--- config.mk ---
export PLATFORM = sky130hd
export DESIGN_NAME = nbdcache_port_ctrl_flat
export DESIGN_NICKNAME = d
export VERILOG_FILES = /design/src/rtl/nbdcache_pkg.sv /design/src/rtl/nbdcache_port_ctrl_if.sv /design/src/rtl/nbdcache_way_word_mux.sv /design/src/rtl/nbdcache_port_ctrl.sv /design/src/flat_wrapper.sv
export SDC_FILE = /design/constraint.sdc
export NUM_CORES = 1
export LEC_CHECK = 0
export ABC_AREA = 1
export BUFFER_PORTS_ARGS = -buffer_cell sky130_fd_sc_hd__buf_2
export CAP_MARGIN = 20
export CORE_AREA = 2 2 684 686
export CTS_CLUSTER_DIAMETER = 120
export DETAILED_ROUTE_END_ITERATION = 12
export DIE_AREA = 0 0 686 688
export GPL_TIMING_DRIVEN = 1
export PLACE_DENSITY_LB_ADDON = 0.25
export SKIP_CTS_REPAIR_TIMING = 1
export SLEW_MARGIN = 20
export SYNTH_ARGS = -nofsm -noshare
export SYNTH_HDL_FRONTEND = slang
export SYNTH_SLANG_ARGS = --single-unit
--- constraint.sdc ---
create_clock -name clk_i -period 2.58 [get_ports clk_i]
set_input_delay 0.387 -clock clk_i [delete_from_list [all_inputs] [get_ports clk_i]]
set_output_delay 0.387 -clock clk_i [all_outputs]
set_load 0.01 [all_outputs]
--- src/rtl/nbdcache_pkg.sv ---
// Shared types and cache geometry for the per-port L1 data cache controller.
// The geometry is fixed here; every file that imports this package follows it.
package nbdcache_pkg;

    localparam int SET_ASSOC             = 8;
    localparam int INDEX_WIDTH           = 12;
    localparam int TAG_WIDTH             = 44;
    localparam int LINE_WIDTH            = 128;
    localparam int BYTE_OFFSET           = 4;
    localparam int DCACHE_WORD_SEL_WIDTH = BYTE_OFFSET - 3;

    typedef enum logic [3:0] {
        IDLE,
        WAIT_TAG,
        STORE_REQ,
        WAIT_MSHR,
        REREAD,
        WAIT_TAG_SAVED,
        MISS_REQ,
        WAIT_CRIT,
        WAIT_TAG_BYP,
        BYP_REQ,
        BYP_WAIT
    } port_state_e;

    typedef struct packed {
        logic [INDEX_WIDTH-1:0] index;
        logic [TAG_WIDTH-1:0]   tag;
        logic                   we;
        logic [63:0]            wdata;
        logic [7:0]             be;
        logic [1:0]             size;
        logic [SET_ASSOC-1:0]   hit_way;
    } port_req_t;

endpackage

--- src/rtl/nbdcache_port_ctrl_if.sv ---
// Core-side request/response bundle of one cache port.
// The core is the master; the port controller is the slave.
interface nbdcache_port_ctrl_if;
    import nbdcache_pkg::*;

    logic                   req_i;
    logic [INDEX_WIDTH-1:0] addr_index_i;
    logic [TAG_WIDTH-1:0]   addr_tag_i;
    logic                   tag_valid_i;
    logic                   kill_i;
    logic                   we_i;
    logic [63:0]            wdata_i;
    logic [7:0]             be_i;
    logic [1:0]             size_i;
    logic                   gnt_o;
    logic                   rvalid_o;
    logic [63:0]            rdata_o;

    modport master (
        output req_i, addr_index_i, addr_tag_i, tag_valid_i, kill_i,
               we_i, wdata_i, be_i, size_i,
        input  gnt_o, rvalid_o, rdata_o
    );

    modport slave (
        input  req_i, addr_index_i, addr_tag_i, tag_valid_i, kill_i,
               we_i, wdata_i, be_i, size_i,
        output gnt_o, rvalid_o, rdata_o
    );

endinterface

--- src/rtl/nbdcache_way_word_mux.sv ---
// Picks the line of the one-hot hit way, then the 64-bit word inside it.
// A zero way select yields a zero word.
module nbdcache_way_word_mux #(
    parameter int WAYS   = 8,
    parameter int LINE_W = 128,
    parameter int SEL_W  = 1
) (
    input  logic [WAYS*LINE_W-1:0] lines,
    input  logic [WAYS-1:0]        way_sel,
    input  logic [SEL_W-1:0]       word_sel,
    output logic [63:0]            word
);

    logic [LINE_W-1:0] line;
    logic [SEL_W+5:0]  base;

    always_comb begin
        line = '0;
        for (int w = 0; w < WAYS; w++) begin
            if (way_sel[w]) begin
                line = line | lines[w*LINE_W +: LINE_W];
            end
        end
    end

    assign base = {word_sel, 6'd0};
    assign word = line[base +: 64];

endmodule

--- src/rtl/nbdcache_port_ctrl.sv ---
// Per-port controller of the non-blocking L1 data cache: lookup, late-tag hit/miss, store hits, misses, bypass.
// Optional simulation checks are compiled in with NBDCACHE_PORT_CTRL_ASSERT_EN.
module nbdcache_port_ctrl
    import nbdcache_pkg::*;
(
    input  logic                            clk_i,
    input  logic                            rst_ni,
    nbdcache_port_ctrl_if.slave             core,
    input  logic                            bypass_i,
    output logic                            busy_o,
    output logic [SET_ASSOC-1:0]            sram_req_o,
    output logic [INDEX_WIDTH-1:0]          sram_addr_o,
    input  logic                            sram_gnt_i,
    output logic [TAG_WIDTH-1:0]            sram_tag_o,
    input  logic [SET_ASSOC*LINE_WIDTH-1:0] sram_rdata_i,
    input  logic [SET_ASSOC-1:0]            hit_way_i,
    output logic                            sram_we_o,
    output logic [LINE_WIDTH-1:0]           sram_wdata_o,
    output logic [LINE_WIDTH/8-1:0]         sram_be_o,
    output logic                            sram_dirty_o,
    output logic                            miss_valid_o,
    output logic [55:0]                     miss_addr_o,
    output logic                            miss_we_o,
    output logic [63:0]                     miss_wdata_o,
    output logic [7:0]                      miss_be_o,
    output logic [1:0]                      miss_size_o,
    output logic                            miss_bypass_o,
    input  logic                            miss_gnt_i,
    input  logic                            active_serving_i,
    input  logic [63:0]                     critical_word_i,
    input  logic                            critical_word_valid_i,
    input  logic                            bypass_gnt_i,
    input  logic                            bypass_valid_i,
    input  logic [63:0]                     bypass_data_i,
    output logic [55:0]                     mshr_addr_o,
    input  logic                            mshr_addr_matches_i,
    input  logic                            mshr_index_matches_i
);

    port_state_e state, state_d;
    port_req_t   req_q, req_d;

    logic [DCACHE_WORD_SEL_WIDTH-1:0] word_sel;
    logic [63:0]                      hit_word;
    logic [LINE_WIDTH/8-1:0]          store_be;
    logic [LINE_WIDTH-1:0]            store_line;
    logic                             decide;
    logic                             unused_mshr_addr;

    assign unused_mshr_addr = mshr_addr_matches_i;

    assign word_sel   = req_q.index[BYTE_OFFSET-1:3];
    assign store_be   = (LINE_WIDTH/8)'(req_q.be) << {word_sel, 3'b000};
    assign store_line = {(LINE_WIDTH/64){req_q.wdata}};

    nbdcache_way_word_mux #(
        .WAYS   (SET_ASSOC),
        .LINE_W (LINE_WIDTH),
        .SEL_W  (DCACHE_WORD_SEL_WIDTH)
    ) u_way_word_mux (
        .lines    (sram_rdata_i),
        .way_sel  (hit_way_i),
        .word_sel (word_sel),
        .word     (hit_word)
    );

    always_ff @(posedge clk_i) begin
        if (!rst_ni) begin
            state <= IDLE;
            req_q <= '0;
        end else begin
            state <= state_d;
            req_q <= req_d;
        end
    end

    always_comb begin
        state_d       = state;
        req_d         = req_q;
        decide        = 1'b0;
        core.gnt_o    = 1'b0;
        core.rvalid_o = 1'b0;
        core.rdata_o  = '0;
        sram_req_o    = '0;
        sram_addr_o   = '0;
        sram_we_o     = 1'b0;
        sram_wdata_o  = '0;
        sram_be_o     = '0;
        sram_dirty_o  = 1'b0;
        miss_valid_o  = 1'b0;
        miss_bypass_o = 1'b0;

        case (state)
            IDLE: begin
                if (core.req_i) begin
                    if (!bypass_i) begin
                        sram_req_o  = '1;
                        sram_addr_o = core.addr_index_i;
                    end
                    if (bypass_i || sram_gnt_i) begin
                        core.gnt_o  = 1'b1;
                        req_d.index = core.addr_index_i;
                        req_d.we    = core.we_i;
                        req_d.wdata = core.wdata_i;
                        req_d.be    = core.be_i;
                        req_d.size  = core.size_i;
                        state_d     = bypass_i ? WAIT_TAG_BYP : WAIT_TAG;
                    end
                end
            end
            WAIT_TAG: begin
                if (core.kill_i) begin
                    core.rvalid_o = !req_q.we;
                    state_d       = IDLE;
                end else if (core.tag_valid_i) begin
                    req_d.tag = core.addr_tag_i;
                    decide    = 1'b1;
                end
            end
            WAIT_TAG_SAVED: decide = 1'b1;
            STORE_REQ: begin
                sram_req_o   = req_q.hit_way;
                sram_addr_o  = req_q.index;
                sram_we_o    = 1'b1;
                sram_dirty_o = 1'b1;
                sram_wdata_o = store_line;
                sram_be_o    = store_be;
                if (sram_gnt_i) state_d = IDLE;
            end
            WAIT_MSHR: begin
                if (!mshr_index_matches_i) state_d = REREAD;
            end
            REREAD: begin
                sram_req_o  = '1;
                sram_addr_o = req_q.index;
                if (sram_gnt_i) state_d = WAIT_TAG_SAVED;
            end
            MISS_REQ: begin
                miss_valid_o = 1'b1;
                if (miss_gnt_i) state_d = req_q.we ? IDLE : WAIT_CRIT;
            end
            WAIT_CRIT: begin
                if (critical_word_valid_i && active_serving_i) begin
                    core.rvalid_o = 1'b1;
                    core.rdata_o  = critical_word_i;
                    state_d       = IDLE;
                end
            end
            WAIT_TAG_BYP: begin
                if (core.kill_i) begin
                    core.rvalid_o = !req_q.we;
                    state_d       = IDLE;
                end else if (core.tag_valid_i) begin
                    req_d.tag = core.addr_tag_i;
                    state_d   = BYP_REQ;
                end
            end
            BYP_REQ: begin
                miss_valid_o  = 1'b1;
                miss_bypass_o = 1'b1;
                if (bypass_gnt_i) state_d = req_q.we ? IDLE : BYP_WAIT;
            end
            BYP_WAIT: begin
                if (bypass_valid_i) begin
                    core.rvalid_o = 1'b1;
                    core.rdata_o  = bypass_data_i;
                    state_d       = IDLE;
                end
            end
            default: state_d = IDLE;
        endcase

        // An MSHR touching this set must settle before the array contents can be trusted.
        if (decide) begin
            req_d.hit_way = hit_way_i;
            if (mshr_index_matches_i) begin
                state_d = WAIT_MSHR;
            end else if (|hit_way_i) begin
                if (req_q.we) begin
                    state_d = STORE_REQ;
                end else begin
                    core.rvalid_o = 1'b1;
                    core.rdata_o  = hit_word;
                    state_d       = IDLE;
                end
            end else begin
                state_d = MISS_REQ;
            end
        end
    end

    assign busy_o       = (state != IDLE);
    assign miss_addr_o  = {req_q.tag, req_q.index};
    assign mshr_addr_o  = {req_q.tag, req_q.index};
    assign sram_tag_o   = core.tag_valid_i ? core.addr_tag_i : req_q.tag;
    assign miss_we_o    = req_q.we;
    assign miss_wdata_o = req_q.wdata;
    assign miss_be_o    = req_q.be;
    assign miss_size_o  = req_q.size;

`ifdef NBDCACHE_PORT_CTRL_ASSERT_EN
    hit_way_onehot: assert property (@(posedge clk_i) disable iff (!rst_ni)
        (((state == WAIT_TAG) && core.tag_valid_i && !core.kill_i) || (state == WAIT_TAG_SAVED))
        |-> $onehot0(hit_way_i));
    be_fits_size: assert property (@(posedge clk_i) disable iff (!rst_ni)
        (core.req_i && core.gnt_o) |-> ($countones(core.be_i) <= (1 << core.size_i)));
    no_store_rvalid: assert property (@(posedge clk_i) disable iff (!rst_ni)
        core.rvalid_o |-> !req_q.we);
    gnt_only_idle: assert property (@(posedge clk_i) disable iff (!rst_ni)
        core.gnt_o |-> (state == IDLE));
`endif

endmodule

--- src/flat_wrapper.sv ---
// flat-port wrapper written by rule: the top's interface ports become plain ports
module nbdcache_port_ctrl_flat import nbdcache_pkg::*;
  (clk_i, rst_ni, bypass_i, busy_o, sram_req_o, sram_addr_o, sram_gnt_i, sram_tag_o, sram_rdata_i, hit_way_i, sram_we_o, sram_wdata_o, sram_be_o, sram_dirty_o, miss_valid_o, miss_addr_o, miss_we_o, miss_wdata_o, miss_be_o, miss_size_o, miss_bypass_o, miss_gnt_i, active_serving_i, critical_word_i, critical_word_valid_i, bypass_gnt_i, bypass_valid_i, bypass_data_i, mshr_addr_o, mshr_addr_matches_i, mshr_index_matches_i, core_req_i, core_addr_index_i, core_addr_tag_i, core_tag_valid_i, core_kill_i, core_we_i, core_wdata_i, core_be_i, core_size_i, core_gnt_o, core_rvalid_o, core_rdata_o);
  nbdcache_port_ctrl_if core_i ();
  input  logic clk_i;
  input  logic rst_ni;
  input  logic bypass_i;
  output logic busy_o;
  output logic [SET_ASSOC-1:0] sram_req_o;
  output logic [INDEX_WIDTH-1:0] sram_addr_o;
  input  logic sram_gnt_i;
  output logic [TAG_WIDTH-1:0] sram_tag_o;
  input  logic [SET_ASSOC*LINE_WIDTH-1:0] sram_rdata_i;
  input  logic [SET_ASSOC-1:0] hit_way_i;
  output logic sram_we_o;
  output logic [LINE_WIDTH-1:0] sram_wdata_o;
  output logic [LINE_WIDTH/8-1:0] sram_be_o;
  output logic sram_dirty_o;
  output logic miss_valid_o;
  output logic [55:0] miss_addr_o;
  output logic miss_we_o;
  output logic [63:0] miss_wdata_o;
  output logic [7:0] miss_be_o;
  output logic [1:0] miss_size_o;
  output logic miss_bypass_o;
  input  logic miss_gnt_i;
  input  logic active_serving_i;
  input  logic [63:0] critical_word_i;
  input  logic critical_word_valid_i;
  input  logic bypass_gnt_i;
  input  logic bypass_valid_i;
  input  logic [63:0] bypass_data_i;
  output logic [55:0] mshr_addr_o;
  input  logic mshr_addr_matches_i;
  input  logic mshr_index_matches_i;
  input wire logic [$bits(core_i.req_i)-1:0] core_req_i;
  input wire logic [$bits(core_i.addr_index_i)-1:0] core_addr_index_i;
  input wire logic [$bits(core_i.addr_tag_i)-1:0] core_addr_tag_i;
  input wire logic [$bits(core_i.tag_valid_i)-1:0] core_tag_valid_i;
  input wire logic [$bits(core_i.kill_i)-1:0] core_kill_i;
  input wire logic [$bits(core_i.we_i)-1:0] core_we_i;
  input wire logic [$bits(core_i.wdata_i)-1:0] core_wdata_i;
  input wire logic [$bits(core_i.be_i)-1:0] core_be_i;
  input wire logic [$bits(core_i.size_i)-1:0] core_size_i;
  output wire logic [$bits(core_i.gnt_o)-1:0] core_gnt_o;
  output wire logic [$bits(core_i.rvalid_o)-1:0] core_rvalid_o;
  output wire logic [$bits(core_i.rdata_o)-1:0] core_rdata_o;
  assign core_i.req_i = core_req_i;
  assign core_i.addr_index_i = core_addr_index_i;
  assign core_i.addr_tag_i = core_addr_tag_i;
  assign core_i.tag_valid_i = core_tag_valid_i;
  assign core_i.kill_i = core_kill_i;
  assign core_i.we_i = core_we_i;
  assign core_i.wdata_i = core_wdata_i;
  assign core_i.be_i = core_be_i;
  assign core_i.size_i = core_size_i;
  assign core_gnt_o = core_i.gnt_o;
  assign core_rvalid_o = core_i.rvalid_o;
  assign core_rdata_o = core_i.rdata_o;
  nbdcache_port_ctrl u_core (.clk_i(clk_i), .rst_ni(rst_ni), .core(core_i), .bypass_i(bypass_i), .busy_o(busy_o), .sram_req_o(sram_req_o), .sram_addr_o(sram_addr_o), .sram_gnt_i(sram_gnt_i), .sram_tag_o(sram_tag_o), .sram_rdata_i(sram_rdata_i), .hit_way_i(hit_way_i), .sram_we_o(sram_we_o), .sram_wdata_o(sram_wdata_o), .sram_be_o(sram_be_o), .sram_dirty_o(sram_dirty_o), .miss_valid_o(miss_valid_o), .miss_addr_o(miss_addr_o), .miss_we_o(miss_we_o), .miss_wdata_o(miss_wdata_o), .miss_be_o(miss_be_o), .miss_size_o(miss_size_o), .miss_bypass_o(miss_bypass_o), .miss_gnt_i(miss_gnt_i), .active_serving_i(active_serving_i), .critical_word_i(critical_word_i), .critical_word_valid_i(critical_word_valid_i), .bypass_gnt_i(bypass_gnt_i), .bypass_valid_i(bypass_valid_i), .bypass_data_i(bypass_data_i), .mshr_addr_o(mshr_addr_o), .mshr_addr_matches_i(mshr_addr_matches_i), .mshr_index_matches_i(mshr_index_matches_i));
endmodule
# == Word-level counts from Yosys, hierarchy flattened ==
# Index checks and enable logic that the tools add are counted.
# op_classes
eq_ne,22
shift,2
n_mux,61
bitwise_logic,8
n_reduce_logical,12
# op_table
op,count
128-bit 2-to-1 mux,9
128-bit bitwise OR,7
64-bit 2-to-1 mux,6
64-bit case mux with 2 select lines,1
128-bit by 8-bit indexed part select with 64-bit output,1
4-bit 2-to-1 mux,16
44-bit 2-to-1 mux,1
4-bit case mux with 11 select lines,1
12-bit 2-to-1 mux,2
3-bit by 2-bit inequality test with 1-bit output (second input constant),8
12-bit case mux with 2 select lines,1
8-bit case mux with 3 select lines,1
4-bit by 3-bit == test with 1-bit output (second input constant),4
16-bit 2-to-1 mux,1
8-bit 2-to-1 mux,2
8-bit by 4-bit left shift with 16-bit output,1
1-bit 2-to-1 mux,15
4-bit == test (second input constant),3
12-bit AND reduction,1
4-bit by 2-bit == test with 1-bit output (second input constant),2
8-bit OR reduction,1
3-bit 2-to-1 mux,2
3-bit by 1-bit inequality test with 1-bit output (second input constant),2
2-bit OR reduction,3
other kinds (14),14
# word_totals
ff_bits,143
in_bits,1305
output_inout_bits,466
word_cells,113

# == Longest topological paths before layout ==
# depth
depth_word,20
depth_mapped,10
depth_no_buf,10

# == Hierarchy ==
# Synthesis repeated with hierarchy kept, for this count alone.
# unflattened
hier_cells,3695
hier_area_um2,19048.3
# by_module_without_submodules
module,instances,cells_per_inst,area_per_inst_um2,seq_area_each_um2
nbdcache_port_ctrl,1,1457,9889.5,2862.7
nbdcache_way_word_mux,1,2238,9158.8,0.0

# == Worst setup path before layout ==
# OpenSTA, ideal clock, no wires.
# synth_timing
kind,register to output
start,register u_core.state[1]
end,output sram_wdata_o[118]
arrival_time_ps,1586
required_time_ps,2193
setup_slack_ps,607
stages_incl_launch_ff,8
path_buffers,3
path_cell_list,dfxtp_1 -> inv_1 -> nor2_1 -> nand2_2 -> clkbuf_1 -> clkbuf_1 -> nor2_1 -> buf_4
# synth_via
elab_chain_cells,2
# synth_lines
item,line_no,source
from (decl),nbdcache_port_ctrl.sv:40,"port_state_e state, state_d;"
from (signal assigned),nbdcache_port_ctrl.sv:72,state <= state_d;
4-bit by 2-bit == test with 1-bit output,nbdcache_port_ctrl.sv:93,case (state)
128-bit 2-to-1 mux,nbdcache_port_ctrl.sv:93,
to (decl),flat_wrapper.sv:16,output logic [LINE_WIDTH-1:0] sram_wdata_o;
# Every way passes these cells.

# == Worst setup path after layout ==
# layout_timing
start,input hit_way_i[6]
end,output core_rdata_o[40]
# layout_via
elab_chain_cells,8
elab_cells_between_ends,9
cone_classes,shift: 1; mux: 6; bitwise: 1; reduce/logical: 1
# layout_lines
item,line_no,source
from (decl),flat_wrapper.sv:14,input logic [SET_ASSOC-1:0] hit_way_i;
128-bit 2-to-1 mux,nbdcache_way_word_mux.sv:20,if (way_sel[w]) begin
128-bit bitwise OR,nbdcache_way_word_mux.sv:21,line = line | lines[w*LINE_W +: LINE_W];
128-bit 2-to-1 mux,nbdcache_way_word_mux.sv:20,
128-bit by 8-bit indexed part select with 64-bit output,nbdcache_way_word_mux.sv:27,assign word = line[base +: 64];
64-bit 2-to-1 mux,nbdcache_port_ctrl.sv:179,if (req_q.we) begin
64-bit 2-to-1 mux (*),nbdcache_port_ctrl.sv:178,end else if (|hit_way_i) begin
64-bit 2-to-1 mux (*),nbdcache_port_ctrl.sv:176,if (mshr_index_matches_i) begin
64-bit 2-to-1 mux (*),nbdcache_port_ctrl.sv:174,if (decide) begin
to (decl),flat_wrapper.sv:47,output wire logic [$bits(core_i.rdata_o)-1:0] core_rdata_o;
# Mark *: on every way between the ends. The rest lies on a longest branch, timed or not.

==> flow_summary.yaml <==
drt:
  first_iter_violations: 2810
  ant_nets: 0
  num_vias: 29800
  drc: 0
  first_pass_iters: 5
  viasPerCell: 2.74
  drt-total-wl_um: 352000
  avgRoutedWirePerCell_um: 32.4
die:
  initial_core_util_pct: 3.65
  dieHeight_um: 688
  dieArea_um2: 472000
  core_um2: 465000
  num_rows: 251
  die_w_um: 686
  io_pins: 1771
yosys:
  seq_area_frac_synth_pct: 16.9
  synth_nets: 4188
  ys.flop_type: "dfxtp_1"
  syn_inst: 2883
  async_flop_share_pct: 0
  synthesis.area_um2: 17000
  postSynthAreaPerCell_um2: 5.88
  ys_warn_count: 0
  synth.ff_latch_count: 143
  ys_types: 32
  synth_edf_count: 0
power_and_ir_drop:
  pwr_density_cell_nw_per_um2: 520
  peakVddDrop_uv: 282
  power.leakage_nw: 16.9
  power_mw: 19.7
worst_setup_path:
  endpoint_kind: "output port"
  rrSetupSlack_ps: 300
  setup.worst_path.start: "hit_way_i[6]"
  cp_max_fo: 45
  r2r_end: "u_core.req_q[3]$_SDFFE_PN0P_"
  crit_arrival_ps: 2520
  path_class: "in2out"
  cp-start-kind: "primary input"
  crit_path_end: "core_rdata_o[40]"
  worstRegToRegCells: 9
  r2r-start: "u_core.state[0]$_SDFFE_PN0P_"
  worst-endpoint-required_ps: 2190
layout:
  nets: 5861
  area_growth_pct: 123
  post-route-util_pct: 8.14
  drive_gt1_share_pct: 52.6
  fillerInstances: 55300
  regArea_um2: 2880
  layout_commonest_cell: "buf_2"
  multi_input_area_um2: 12000
  most-common-layout-cells: "buf_2, nand2_1, a21oi_1, buf_4, nand3_1"
global_routing:
  first_global_vias: 27700
  grt_max_degree: 82
  gr-total-overflow: 0
  antenna_found_initial: 396
  grt_first_pass_wirelength_um: 403000
  track_usage_pct: 13.9
cts:
  cts_root_buffer: "clkbuf_16"
  cts.path.max_buffers: 3
  worstSkewPairLatency_ps: 560
  numCtsBuffers: 25
  cts_tree: "done"
  htreeDepth: 4
  path_clk_slew_ps: 60
  clkSinkCount: 143
timing:
  relSlewSlack_pct: 28.6
  hold_viol_final: 0
  finalCritPeriodShare_pct: 113
  setup_viol: 66
  max_freq_mhz: 344
  rsz0062_at_grt: "true"
  layout_setup_ws_ps: -325
  worst_slew_pin_slew_ps: 1060
  fin_worst_skew_ps: 35.1
  fin_crit_ps: 2910
  final_max_slew_viol_count: 0
  setup_tns_ps: -15000
hold_path:
  worstHoldPathType: "in2reg"
  hold_depth: 3
  hold_start: "core_size_i[1]"
outcome:
  failed_checks: "negative setup slack"
  status: "complete, but fails checks"
placement:
  numPortBuffers: 1769
  dp_hpwl_um: 316000
  gp_congestion: 0.903
flow_run:
  drv_cap: 0
Yosys cell counts, types with 25 or more instances:
cell type	instances	area share [%]
buf_4	254	11
inv_1	138	3.1
dfxtp_1	143	17
o21bai_4	46	5.1
nor2_1	180	4.0
a21oi_1	246	7.3
o21ai_0	210	6.2
a22o_1	130	6.7
nand4_1	58	2.1
clkbuf_1	170	3.8
buf_2	25	0.74
o31ai_1	32	1.4
nand3_1	227	6.7
nand2_1	934	21
metal layers:
layer  global-route usage (%)  up-vias  share of wire (%)
met5                        0        -               0.46
met4                     2.39      250                2.5
met3                     6.86      704                 12
met2                     23.1     1934                 46
met1                     16.2    14100                 39
li1                         -    12900                  -
cell families after synthesis:
| group | count (synthesis) | share of synthesized area (%) |
|---|---|---|
| AOI/OAI and AO/OA | 697 | 28.4 |
| and+or+nand+nor | 1435 | 34.9 |
| DFF | 143 | 16.9 |
| buffers and inverters | 608 | 19.8 |
final cells by class:
cell class                 count  share of cell area [%]
antenna                      119                   0.787
clock buffer                  28                    1.71
clock inverter                 5                   0.205
inverter                     143                    1.50
multi-input combinational   2132                    31.8
sequential                   143                    7.61
tap                         6198                    20.5
timing repair buffer        2110                    35.9
timing repair inverter         1                  0.0430
sequential cells by signal, indices dropped and copies added, names as in the netlist:
register / count
u_core.miss_addr_o: 56
u_core.miss_be_o: 8
u_core.miss_size_o: 2
u_core.miss_wdata_o: 64
u_core.miss_we_o: 1
u_core.req_q: 8
u_core.state: 4
per-stage QoR:
stage	instances	hold WS [ps]	setup slack, ps	area (um2)
2_1_floorplan	2883	425	607	17000
3_3_place_gp	10700	464	-1250	34100
3_5_place_dp	10700	463	-1250	34200
4_1_cts	10700	15.6	-1310	34900
5_1_grt	10800	84.6	-410	37700
6_report	10900	72.8	-325	37900
report_power, final:
part / leakage [nW] / switching, mW / internal (mW)
sequential: 1.18 / 0.666 / 2.92
combinational: 15.3 / 8.15 / 4.59
clock: 0.355 / 1.38 / 1.97
how the worst min path moves through the flow:
stage / endpoint / slack [ps]
after global placement: u_core.miss_wdata_o[35]$_SDFFE_PN0P_ / 460
after detailed placement: u_core.miss_wdata_o[12]$_SDFFE_PN0P_ / 460
after floorplan: u_core.req_q[0]$_SDFFE_PN0P_ / 420
after CTS: u_core.miss_size_o[1]$_SDFFE_PN0P_ / 20
after global routing: u_core.miss_addr_o[1]$_SDFFE_PN0P_ / 80
final: u_core.miss_size_o[1]$_SDFFE_PN0P_ / 70
critical path: stages:
cell      delay, ps
buf_8           100
buf_4           130
buf_12          140
buf_4           350
nand2_1          60
nand3_1         190
o31ai_4         430
buf_4           240
o21bai_4         80
buf_6           120
(Power assumes the default switching activity.)
